==> config.mk <==
export PLATFORM = sky130hd
export DESIGN_NAME = uart_rx_ctrl
export DESIGN_NICKNAME = d
export VERILOG_FILES = /design/src/rtl/uart_pkg.sv /design/src/rtl/uart_rx_ctrl_sync.sv /design/src/rtl/uart_rx_ctrl.sv
export SDC_FILE = /design/constraint.sdc
export NUM_CORES = 1
export LEC_CHECK = 0
export BUFFER_PORTS_ARGS = -buffer_cell sky130_fd_sc_hd__buf_2
export CAP_MARGIN = 10
export CORE_MARGIN = 2
export CORE_UTILIZATION = 45
export CTS_CLUSTER_SIZE = 24
export DETAILED_ROUTE_END_ITERATION = 6
export GPL_TIMING_DRIVEN = 0
export HOLD_SLACK_MARGIN = 0.05
export PLACE_DENSITY = 0.66
export SLEW_MARGIN = 20
export SYNTH_ARGS = -nofsm -noshare
export SYNTH_HDL_FRONTEND = slang
export SYNTH_SLANG_ARGS = --single-unit
==> constraint.sdc <==
create_clock -name clk -period 5.8 [get_ports clk]
set_clock_uncertainty 0.2 [all_clocks]
set_input_delay 0.29 -clock clk [delete_from_list [all_inputs] [get_ports clk]]
set_output_delay 0.29 -clock clk [all_outputs]
set_load 0.03 [all_outputs]
==> src/rtl/uart_pkg.sv <==
// Shared UART definitions: receiver FSM states and 50 MHz baud divisors used with speed_slect.
// The PARITY state is reachable only when UART_RX_PARITY_EN is defined.
package uart_pkg;

  typedef enum logic [2:0] {
    IDLE,
    START,
    DATA,
    PARITY,
    STOP
  } rx_state_e;

  localparam int unsigned CLK_HZ = 50_000_000;

  // Full divisor is clocks per bit; the _2 value marks the mid-bit sampling point.
  localparam int unsigned BPS_9600     = 5208;
  localparam int unsigned BPS_9600_2   = 2604;
  localparam int unsigned BPS_19200    = 2604;
  localparam int unsigned BPS_19200_2  = 1302;
  localparam int unsigned BPS_38400    = 1302;
  localparam int unsigned BPS_38400_2  = 651;
  localparam int unsigned BPS_57600    = 868;
  localparam int unsigned BPS_57600_2  = 434;
  localparam int unsigned BPS_115200   = 434;
  localparam int unsigned BPS_115200_2 = 217;

endpackage

==> src/rtl/uart_rx_ctrl_sync.sv <==
// rx_sync_edge: multi-flop synchronizer for rxd plus a falling-edge detector.
// Independent of UART_RX_PARITY_EN.
module rx_sync_edge #(
  parameter int unsigned SYNC_STAGES = 2
) (
  input  logic clk,
  input  logic rst_n,
  input  logic rxd,
  output logic rxd_s,
  output logic rxd_fall
);

  logic [SYNC_STAGES-1:0] sync_q;
  logic                   dly_q;

  // Reset to ones so an idle-high line does not look like a start edge.
  always_ff @(posedge clk or negedge rst_n) begin
    if (!rst_n) begin
      sync_q <= '1;
      dly_q  <= 1'b1;
    end else begin
      sync_q <= {sync_q[SYNC_STAGES-2:0], rxd};
      dly_q  <= sync_q[SYNC_STAGES-1];
    end
  end

  assign rxd_s    = sync_q[SYNC_STAGES-1];
  assign rxd_fall = dly_q & ~sync_q[SYNC_STAGES-1];

endmodule

==> src/rtl/uart_rx_ctrl.sv <==
// UART receive controller: start detect, mid-bit sampling on clk_bps, byte delivery with error flags.
// Define UART_RX_PARITY_EN to add an even-parity bit and the PARITY state.
module uart_rx_ctrl #(
  parameter int unsigned DATA_BITS   = 8,
  parameter int unsigned SYNC_STAGES = 2
) (
  input  logic                 clk,
  input  logic                 rst_n,
  input  logic                 rxd,
  input  logic                 clk_bps,
  output logic                 bps_start,
  output logic [DATA_BITS-1:0] rx_data,
  output logic                 rx_valid,
  output logic                 frame_err,
  output logic                 parity_err,
  output logic                 rx_busy
);
  import uart_pkg::*;

  localparam int unsigned CNT_W = $clog2(DATA_BITS + 1);
  localparam logic [CNT_W-1:0] LAST_BIT = CNT_W'(DATA_BITS - 1);

  logic rxd_s;
  logic rxd_fall;

  rx_sync_edge #(
    .SYNC_STAGES(SYNC_STAGES)
  ) u_sync (
    .clk     (clk),
    .rst_n   (rst_n),
    .rxd     (rxd),
    .rxd_s   (rxd_s),
    .rxd_fall(rxd_fall)
  );

  rx_state_e            state_q, state_d;
  logic [CNT_W-1:0]     cnt_q, cnt_d;
  logic [DATA_BITS-1:0] shift_q, shift_d;
  logic [DATA_BITS-1:0] data_q, data_d;
  logic                 valid_q, valid_d;
  logic                 ferr_q, ferr_d;
  logic                 bps_q, bps_d;
`ifdef UART_RX_PARITY_EN
  logic                 par_q, par_d;
  logic                 perr_q, perr_d;
`endif

  always_comb begin
    state_d = state_q;
    cnt_d   = cnt_q;
    shift_d = shift_q;
    data_d  = data_q;
    valid_d = 1'b0;
    ferr_d  = 1'b0;
`ifdef UART_RX_PARITY_EN
    par_d   = par_q;
    perr_d  = 1'b0;
`endif
    case (state_q)
      IDLE: begin
        if (rxd_fall) state_d = START;
      end
      START: begin
        if (clk_bps) begin
          if (!rxd_s) begin
            state_d = DATA;
            cnt_d   = '0;
          end else begin
            state_d = IDLE;
          end
        end
      end
      DATA: begin
        if (clk_bps) begin
          shift_d = {rxd_s, shift_q[DATA_BITS-1:1]};
          cnt_d   = cnt_q + 1'b1;
          if (cnt_q == LAST_BIT) begin
`ifdef UART_RX_PARITY_EN
            state_d = PARITY;
`else
            state_d = STOP;
`endif
          end
        end
      end
      PARITY: begin
`ifdef UART_RX_PARITY_EN
        if (clk_bps) begin
          par_d   = rxd_s;
          state_d = STOP;
        end
`else
        state_d = IDLE;
`endif
      end
      STOP: begin
        if (clk_bps) begin
          state_d = IDLE;
          if (rxd_s) begin
            data_d  = shift_q;
            valid_d = 1'b1;
`ifdef UART_RX_PARITY_EN
            perr_d  = (^shift_q) ^ par_q;
`endif
          end else begin
            ferr_d = 1'b1;
          end
        end
      end
      default: state_d = IDLE;
    endcase
    bps_d = (state_d != IDLE);
  end

  always_ff @(posedge clk or negedge rst_n) begin
    if (!rst_n) begin
      state_q <= IDLE;
      cnt_q   <= '0;
      shift_q <= '0;
      data_q  <= '0;
      valid_q <= 1'b0;
      ferr_q  <= 1'b0;
      bps_q   <= 1'b0;
`ifdef UART_RX_PARITY_EN
      par_q   <= 1'b0;
      perr_q  <= 1'b0;
`endif
    end else begin
      state_q <= state_d;
      cnt_q   <= cnt_d;
      shift_q <= shift_d;
      data_q  <= data_d;
      valid_q <= valid_d;
      ferr_q  <= ferr_d;
      bps_q   <= bps_d;
`ifdef UART_RX_PARITY_EN
      par_q   <= par_d;
      perr_q  <= perr_d;
`endif
    end
  end

  assign bps_start = bps_q;
  assign rx_data   = data_q;
  assign rx_valid  = valid_q;
  assign frame_err = ferr_q;
  assign rx_busy   = (state_q != IDLE);
`ifdef UART_RX_PARITY_EN
  assign parity_err = perr_q;
`else
  assign parity_err = 1'b0;
`endif

endmodule

# After elaboration in Yosys (flattened, before gate mapping)
# Index checks and enable logic that the tools add are counted.
# word_totals
latchBits,0
regBits,29
word_cells,43
mem_bits_ro,0
ram_bits,0
in_bits,4
n_memories,0
out_inout_bits,13
# op_classes
mux,17
div,0
n_mul,0
n_shift,0
n_eq_ne,7
bitwise_logic,2
addsub,1
n_lt_le_gt_ge,0
n_reduce_logical,7
# op_table
operator,n
two-way mux 3 bit,5
two-way mux 4 bit,3
case mux 3 bit (4 select lines),1
case mux 4 bit (2 select lines),1
two-way mux 1 bit,6
inequality test 2 bit (second input constant),3
nonzero test 3 bit,2
adder 4 x 1 -> 4 bit (second input constant),1
equality test 4 x 3 -> 1 bit (second input constant),1
AND reduction 4 bit,1
equality test 3 x 1 -> 1 bit (second input constant),1
equality test 3 x 2 -> 1 bit (second input constant),1
equality test 3 bit (second input constant),1
logical NOT 3 bit,1
AND reduction 3 bit,1
two-way mux 2 bit,1
AND reduction 2 bit,1
nonzero test 2 bit,1
AND 1 bit,1
inverter 1 bit,1

# Logic depth before layout (Yosys ltp)
# Gate-level depths: netlist of run 1.
# logic_depth
depth_word,5
mapped_depth,5
depth_no_buf,4

# Hierarchy
# A second synthesis of run 1 with hierarchy kept.
# unflattened
hier_cells,91
area_unflattened_um2,1246.2
# modules_own_cells
mod,cells_each,instances,seq_area_each_um2,area_each_um2
uart_rx_ctrl,87,1,650.6,1153.6
rx_sync_edge,4,1,78.8,92.6

# Least setup slack after synthesis of run 1
# OpenSTA, ideal clock, no wires.
# synth_path
path_type,register to register
startpoint,register u_sync.sync_q[1]
endpoint,"register data_q[0], in the netlist rx_data[0]"
n_path_buf,1
setup_ps,125
setup_slack_ps,3964
stages_incl_launch_ff,5
required_time_ps,5475
arrival_time_ps,1511
period_less_slack_ps,1836
path_cell_list,dfstp_2 > inv_1 > or4_4 > buf_6 > mux2_4
# synth_between
elab_chain_cells,1
# synth_rtl
item,line_no,source
"start, declared",uart_rx_ctrl_sync.sv:13,logic [SYNC_STAGES-1:0] sync_q;
"start signal, assigned",uart_rx_ctrl_sync.sv:22,"sync_q <= {sync_q[SYNC_STAGES-2:0], rxd};"
AND reduction 3 bit (no source line),n/a,
"end signal, assigned",uart_rx_ctrl.sv:132,data_q <= data_d;
"end, declared",uart_rx_ctrl.sv:39,"logic [DATA_BITS-1:0] data_q, data_d;"
# No other way between the ends.
# A chain may end at the register's enable or synchronous reset.

# Worst setup path in the final report of run 1
# layout_path
startpoint,register u_sync.sync_q[1]
endpoint,"register data_q[7], in the netlist rx_data[7]"
# Same word-level chain as after synthesis.

==> run_results.csv, run 1 <==
group,metric,value,unit
floorplan,dieHeight,56.7,um
global_route,grt_pass1_wl,3610,um
floorplan,start_util,46.5,%
synth,synth-async-reset-ratio,100,%
finish,syn2layout_area_growth,17.5,%
timing,timing.final.crit_share,33.3,%
synth,ys_seq_area_share,58.4,%
floorplan,die_w,56.7,um
synth,synth_cell_types,30,
worst_hold_path,worstHoldPathType,"in2reg",
critical_path,reg2regPathDepth,4,
synth,synth_cells,93,
synth,synth_seq_cells,29,
critical_path,end_kind,"flip-flop",
finish,nFillCells,235,
clock_tree,cts_root_buffer,"clkbuf_4",
timing,min_period,1.93,ns
synth,ys_top_cells_by_count,"dfrtp_1 (26), mux2_2 (8), mux2_4 (8), nand2_1 (4), nor2_1 (4)",
floorplan,io_pins,17,
finish,antenna_cells,0,
clock_tree,cts_sinks,29,
detailed_routing,drc,0,
clock_tree,numCtsBuffers,5,
power_and_ir_drop,peakVddDrop,257,uV
timing,relSlewSlack,59.1,%
global_route,first_global_vias,753,
critical_path,cp-start-kind,"flip-flop",
clock_tree,post_cts_buffers,0,
floorplan,core.rowCount,19,
timing,final-setup-viol-count,0,
timing,finalWorstSetupSlack,3.87,ns
detailed_routing,route.vias.total,771,
detailed_routing,drtAntennaViolNets,0,
detailed_routing,post_drt_wl_per_cell,13.9,um
placement,place_area,1360,um2
placement,portBuffers,15,
finish,fin_nets,122,
power_and_ir_drop,powerDensity,397,nW/um2
critical_path,rrSetupSlack,3.87,ns
job,max_cap_viol_count,0,
synth,yosysMostFrequentCell,"dfrtp_1",
critical_path,reg2reg_to,"rx_data[7]",
synth,synth.top_cell.area_share,52.1,%
critical_path,startpoint,"u_sync.sync_q[1]",
timing,hold_viol,0,
floorplan,coreArea,2690,um2
global_route,grt_max_degree,30,
detailed_routing,drt_iter0_drc,5,
placement,routabilityCongestion,0.798,
critical_path,path_max_fanout,9,
synth,synthesis.nets,98,
global_route,track_usage,15.6,%
timing,fmax,518,MHz
critical_path,worstPathRequired,5.82,ns
detailed_routing,routed_via_density,5.17,
synth,yosysTopAreaCell,"dfrtp_1",
placement,place_hpwl,1340,um
detailed_routing,drt_wl_total,2070,um
synth,syn_area_per_cell,13.4,um2
critical_path,r2r-start,"u_sync.sync_q[1]",
timing,grt_setup_unrepaired,"false",
critical_path,worstPathArrival,1.95,ns
outcome,status,"finished clean",
finish,drive_above_1_share,44.1,%
detailed_routing,dr.pass1.iters,4,
timing,tightest_slew,0.614,ns
synth,synth_area_leaders,"dfrtp_1 (52%), mux2_4 (9.6%), mux2_2 (7.2%)",
synth,synth_ff_type,"dfrtp_1",
clock_tree,cts_buffer_depth,2,
synth,yosys_warnings,0,
synth,synth_edf_count,0,
clock_tree,clk-insertion-delay-late,0.33,ns
power_and_ir_drop,p_leak,0.737,nW
global_route,antenna_found_initial,0,
critical_path,worstSetupPathType,"reg2reg",
clock_tree,clk_pin_slew,0.09,ns
synth,synth_area,1250,um2
finish,stdcell_area,1470,um2
placement,pre_cts_slack,3.88,ns
clock_tree,h-tree-depth,2,
floorplan,die_area,3210,um2
global_route,gr-total-overflow,0,
clock_tree,cts_tree,"done",
timing,whs,0.0980,ns
critical_path,critical_path.endpoint,"rx_data[7]",
timing,slew_violations,0,
timing,tns,0,ns
-- critical path: stages (launching register included) --
cell     delay (ns)
dfstp_2        0.59
inv_1          0.07
or4_4          0.48
buf_6          0.17
mux2_4         0.30
-- per-stage QoR --
step	utilization [%]	power (mW)	cells
3_3_place_gp	50.7	0.409	139
2_1_floorplan	-	0.379	93
6_report	54.6	0.583	149
4_1_cts	54.6	0.590	149
3_5_place_dp	50.7	0.416	139
5_1_grt	54.6	0.621	149
-- metal layers --
layer / vias up / share of wire [%] / GRT usage, %
met5: - / 0 / 0
met2: 17 / 46 / 22.1
met3: 8 / 4.8 / 5.30
met1: 375 / 46 / 19.8
met4: 0 / 3.3 / 11.2
li1: 371 / - / -
-- sequential cells by signal, indices dropped and copies added, names as in the netlist --
name	flops
cnt_q	4
u_sync.sync_q	2
rx_data	8
shift_q	8
frame_err	1
u_sync.dly_q	1
rx_valid	1
bps_start	1
state_q	3
-- cells in the final DEF, fill, tap and decap left out, types with 2 or more instances in the layout --
cell	instances
dfrtp_1	26
buf_2	17
mux2_4	8
mux2_2	8
clkbuf_4	5
nor2_1	4
nand2_1	4
buf_4	3
nor3b_1	3
a31oi_1	3
inv_1	3
nor3_1	3
o21ai_0	3
dfstp_2	3
a21oi_1	2
mux2i_1	2
nand2b_1	2
dlygate4sd3_1	2
-- cell type report --
class                           instances  area, um2  share of cell area (%)
Inverter                                4       15.0                    1.02
Tap cell                               31       38.8                    2.64
Timing Repair Buffer                   17       95.1                    6.48
Clock inverter                          1       30.0                    2.05
Multi-Input combinational cell         54        460                    31.4
Clock buffer                            7       55.1                    3.75
Buffer                                  6       43.8                    2.98
Sequential cell                        29        729                    49.7
-- cell families (layout without fill, tap and decap cells) --
kind of cell,count (synthesis),count (layout),synth area share [%]
fa+ha+maj,1,1,1.00
flops,29,29,58.4
simple gates,24,24,12.4
buf+inv,10,35,4.71
mux,18,18,18.4
compound gates,10,10,4.71
other cells,1,1,0.300
-- worst min-delay path by stage --
stage	startpoint	end	slack [ns]	depth (start not counted)
after detailed placement	rst_n	bps_start	0.14	1
after floorplan	rst_n	bps_start	-0.21	0
after global placement	rst_n	bps_start	0.14	1
after global routing	clk_bps	frame_err	0.11	3
after CTS	clk_bps	frame_err	0.08	3
final	clk_bps	frame_err	0.1	3
-- power breakdown --
| part | total (mW) | internal [mW] | switching, mW | leakage, nW |
|---|---|---|---|---|
| sequential | 0.281 | 0.248 | 0.0322 | 0.372 |
| clock | 0.171 | 0.103 | 0.0686 | 0.0455 |
| combinational | 0.131 | 0.0635 | 0.0674 | 0.319 |
-- what timing repair did --
action | 4_1_cts | 5_1_grt
endpoints found under the hold margin | 27 | 0
gates resized for setup | 0 | 0
endpoints found under the setup margin | 0 | 0
hold buffers | 2 | 0
Power figures use the tool's default switching activity.
==> run 2, diff against run 1 <==
--- a/config.mk
+++ b/config.mk
@@ -5,6 +5,7 @@
 export SDC_FILE = /design/constraint.sdc
 export NUM_CORES = 1
 export LEC_CHECK = 0
+export ABC_AREA = 1
 export BUFFER_PORTS_ARGS = -buffer_cell sky130_fd_sc_hd__buf_2
 export CAP_MARGIN = 10
 export CORE_MARGIN = 2
==> constraint.sdc (replaced) <==
create_clock -name clk -period 1.9 [get_ports clk]
set_clock_uncertainty 0.2 [all_clocks]
set_input_delay 0.095 -clock clk [delete_from_list [all_inputs] [get_ports clk]]
set_output_delay 0.095 -clock clk [all_outputs]
set_load 0.03 [all_outputs]
==> run_results.csv, run 2 <==
group,metric,value,unit
outcome,status,"finished clean",
timing,final-setup-viol-count,0,
synth,synth_cells,128,
power_and_ir_drop,p_leak,0.799,nW
synth,ys_top_cells_by_count,"nand2_1 (34), dfrtp_1 (26), o21ai_2 (17), inv_1 (16), nor2_1 (7)",
global_route,top_usage_layer,"met2",
critical_path,startpoint,"state_q[2]",
global_route,grt_pass1_wl,3920,um
detailed_routing,post_drt_wl_per_cell,12.0,um
global_route,use_met2,23.9,%
placement,portBuffers,15,
critical_path,cpPeakStageDelay,0.48,ns
worst_hold_path,worstHoldPathType,"in2async",
finish,antenna_cells,0,
synth,yosysTopAreaCell,"dfrtp_1",
finish,nFillCells,270,
critical_path,worstSetupPathType,"reg2out",
floorplan,dieHeight,57.4,um
floorplan,die_w,57.4,um
global_route,grt_max_degree,30,
global_route,antenna_found_initial,0,
timing,relSlewSlack,58.0,%
critical_path,worstPathRequired,1.60,ns
critical_path,crit_buf_inv,1,
global_route,first_global_vias,892,
synth,synth_area_leaders,"dfrtp_1 (51%), o21ai_2 (12%), nand2_1 (10%)",
global_route,gr-usage-met1,20.1,%
clock_tree,cts_root_buffer,"clkbuf_4",
synth,synthesis.nets,133,
timing,whs,0.105,ns
timing,min_period,1.59,ns
timing,grt_setup_unrepaired,"false",
floorplan,io_pins,17,
critical_path,crit_slowest_cell,"dfrtp_1",
timing,finalWorstSetupSlack,0.305,ns
global_route,track_usage,16.1,%
floorplan,coreArea,2730,um2
finish,mostFrequentLayoutCells,"nand2_1 (34), dfrtp_1 (26), o21ai_2 (17), inv_1 (16), buf_2 (15)",
detailed_routing,route.vias.total,906,
critical_path,path_max_fanout,5,
critical_path,worstPathArrival,1.30,ns
clock_tree,cts_sinks,29,
synth,ys_seq_area_share,56.9,%
detailed_routing,drtAntennaViolNets,0,
critical_path,r2r-start,"state_q[0]",
synth,synth_cell_types,19,
detailed_routing,dr.pass1.iters,3,
synth,yosysMostFrequentCell,"nand2_1",
placement,routabilityCongestion,0.811,
synth,synth_edf_count,0,
clock_tree,clk_pin_slew,0.09,ns
placement,pre_cts_slack,0.464,ns
timing,slew_violations,0,
clock_tree,h-tree-depth,2,
detailed_routing,drt_wl_total,2220,um
finish,multiInputGateArea,452,um2
timing,timing.final.crit_share,83.9,%
finish,fin_nets,158,
detailed_routing,routed_via_density,4.90,
clock_tree,numCtsBuffers,5,
timing,fmax,627,MHz
critical_path,cp-start-kind,"flip-flop",
power_and_ir_drop,powerDensity,1120,nW/um2
global_route,grt_use_met3,6.12,%
finish,drive_above_1_share,35.7,%
finish,stdcell_area,1500,um2
placement,place_area,1400,um2
clock_tree,cts_tree,"done",
placement,place_hpwl,1610,um
timing,hold_viol,0,
synth,synth.top_cell.area_share,50.7,%
placement,dpl.cell_count,174,
finish,syn2layout_area_growth,16.7,%
detailed_routing,drc,0,
finish,layout_commonest_cell,"nand2_1",
finish,seq_area,729,um2
detailed_routing,drt_iter0_drc,37,
power_and_ir_drop,peakVddDrop,714,uV
synth,syn_area_per_cell,10.0,um2
job,max_cap_viol_count,0,
floorplan,start_util,46.9,%
clock_tree,clk-insertion-delay-late,0.33,ns
timing,tns,0,ns
critical_path,end_kind,"primary output",
floorplan,die_area,3290,um2
synth,yosys_warnings,0,
timing,tightest_slew,0.630,ns
synth,synth_ff_type,"dfrtp_1",
finish,final_cells,185,
synth,synth_area,1280,um2
critical_path,cp_cell_sequence,"nor2_2, nand2_1, buf_2",
global_route,gr-total-overflow,0,
floorplan,core.rowCount,19,
synth,synth_seq_cells,29,
critical_path,critPathTopFamily,"flip-flops",
clock_tree,cts-resized-gates,0,
clock_tree,cts_buffer_depth,2,
synth,synth-async-reset-ratio,100,%
-- run 2: kinds of logic (layout without fill, tap and decap cells) --
logic type      after synthesis  count (layout)  synth area share [%]
compound gates               18              18                  12.0
flops                        29              29                  56.9
simple gates                 59              59                  22.0
other cells                   1               1                 0.292
buf+inv                      20              46                  7.90
fa+ha+maj                     1               1                 0.975
-- run 2: worst register-to-register path, delay by kind of cell (launching register included) --
kind | cells | cell delay [ns]
buffers and inverters | 1 | 0.20
flip-flops | 1 | 0.45
AND/OR/NAND/NOR | 3 | 0.42
AO/OA/AOI/OAI | 1 | 0.05
-- run 2: power breakdown --
group	switching [mW]	internal [mW]	total [mW]
sequential	0.0850	0.727	0.812
clock	0.217	0.214	0.432
combinational	0.288	0.146	0.434
-- run 2: final timing paths --
check,to,slack (ns),cells past startpoint
hold / removal,state_q[0],0.10,2
min in group clk,u_sync.sync_q[1],0.16,0
setup reg to reg,rx_data[3],0.47,5
setup / recovery,rx_busy,0.31,3
max in group asynchronous,rx_data[7],0.98,2
hold reg to reg,u_sync.sync_q[1],0.16,0
-- run 2: layout make-up --
class                           instances  share of cell area, %
Clock inverter                          1                  0.334
Clock buffer                            7                   4.35
Timing Repair Buffer                   18                   7.02
Buffer                                  4                   2.76
Tap cell                               31                   2.59
Inverter                               16                   4.01
Sequential cell                        29                   48.7
Multi-Input combinational cell         79                   30.2
-- run 2: timing repair --
| item | in CTS | in global routing |
|---|---|---|
| hold endpoints to repair | 41 | 0 |
| hold buffers | 3 | 0 |
| buffers inserted | 0 | 0 |
-- run 2: stage by stage --
step	total power, mW	utilization (%)
2_1_floorplan	1.15	-
3_3_place_gp	1.24	51.1
3_5_place_dp	1.27	51.1
4_1_cts	1.70	54.7
5_1_grt	1.78	54.7
6_report	1.68	54.7
-- run 2: metal layers --
| metal | share of wire (%) | vias up | wire (um) |
|---|---|---|---|
| li1 | - | 453 | - |
| met1 | 44 | 434 | 978 |
| met2 | 49 | 13 | 1080 |
| met3 | 4.9 | 6 | 109 |
| met4 | 2.4 | 0 | 54 |
| met5 | 0 | - | 0 |
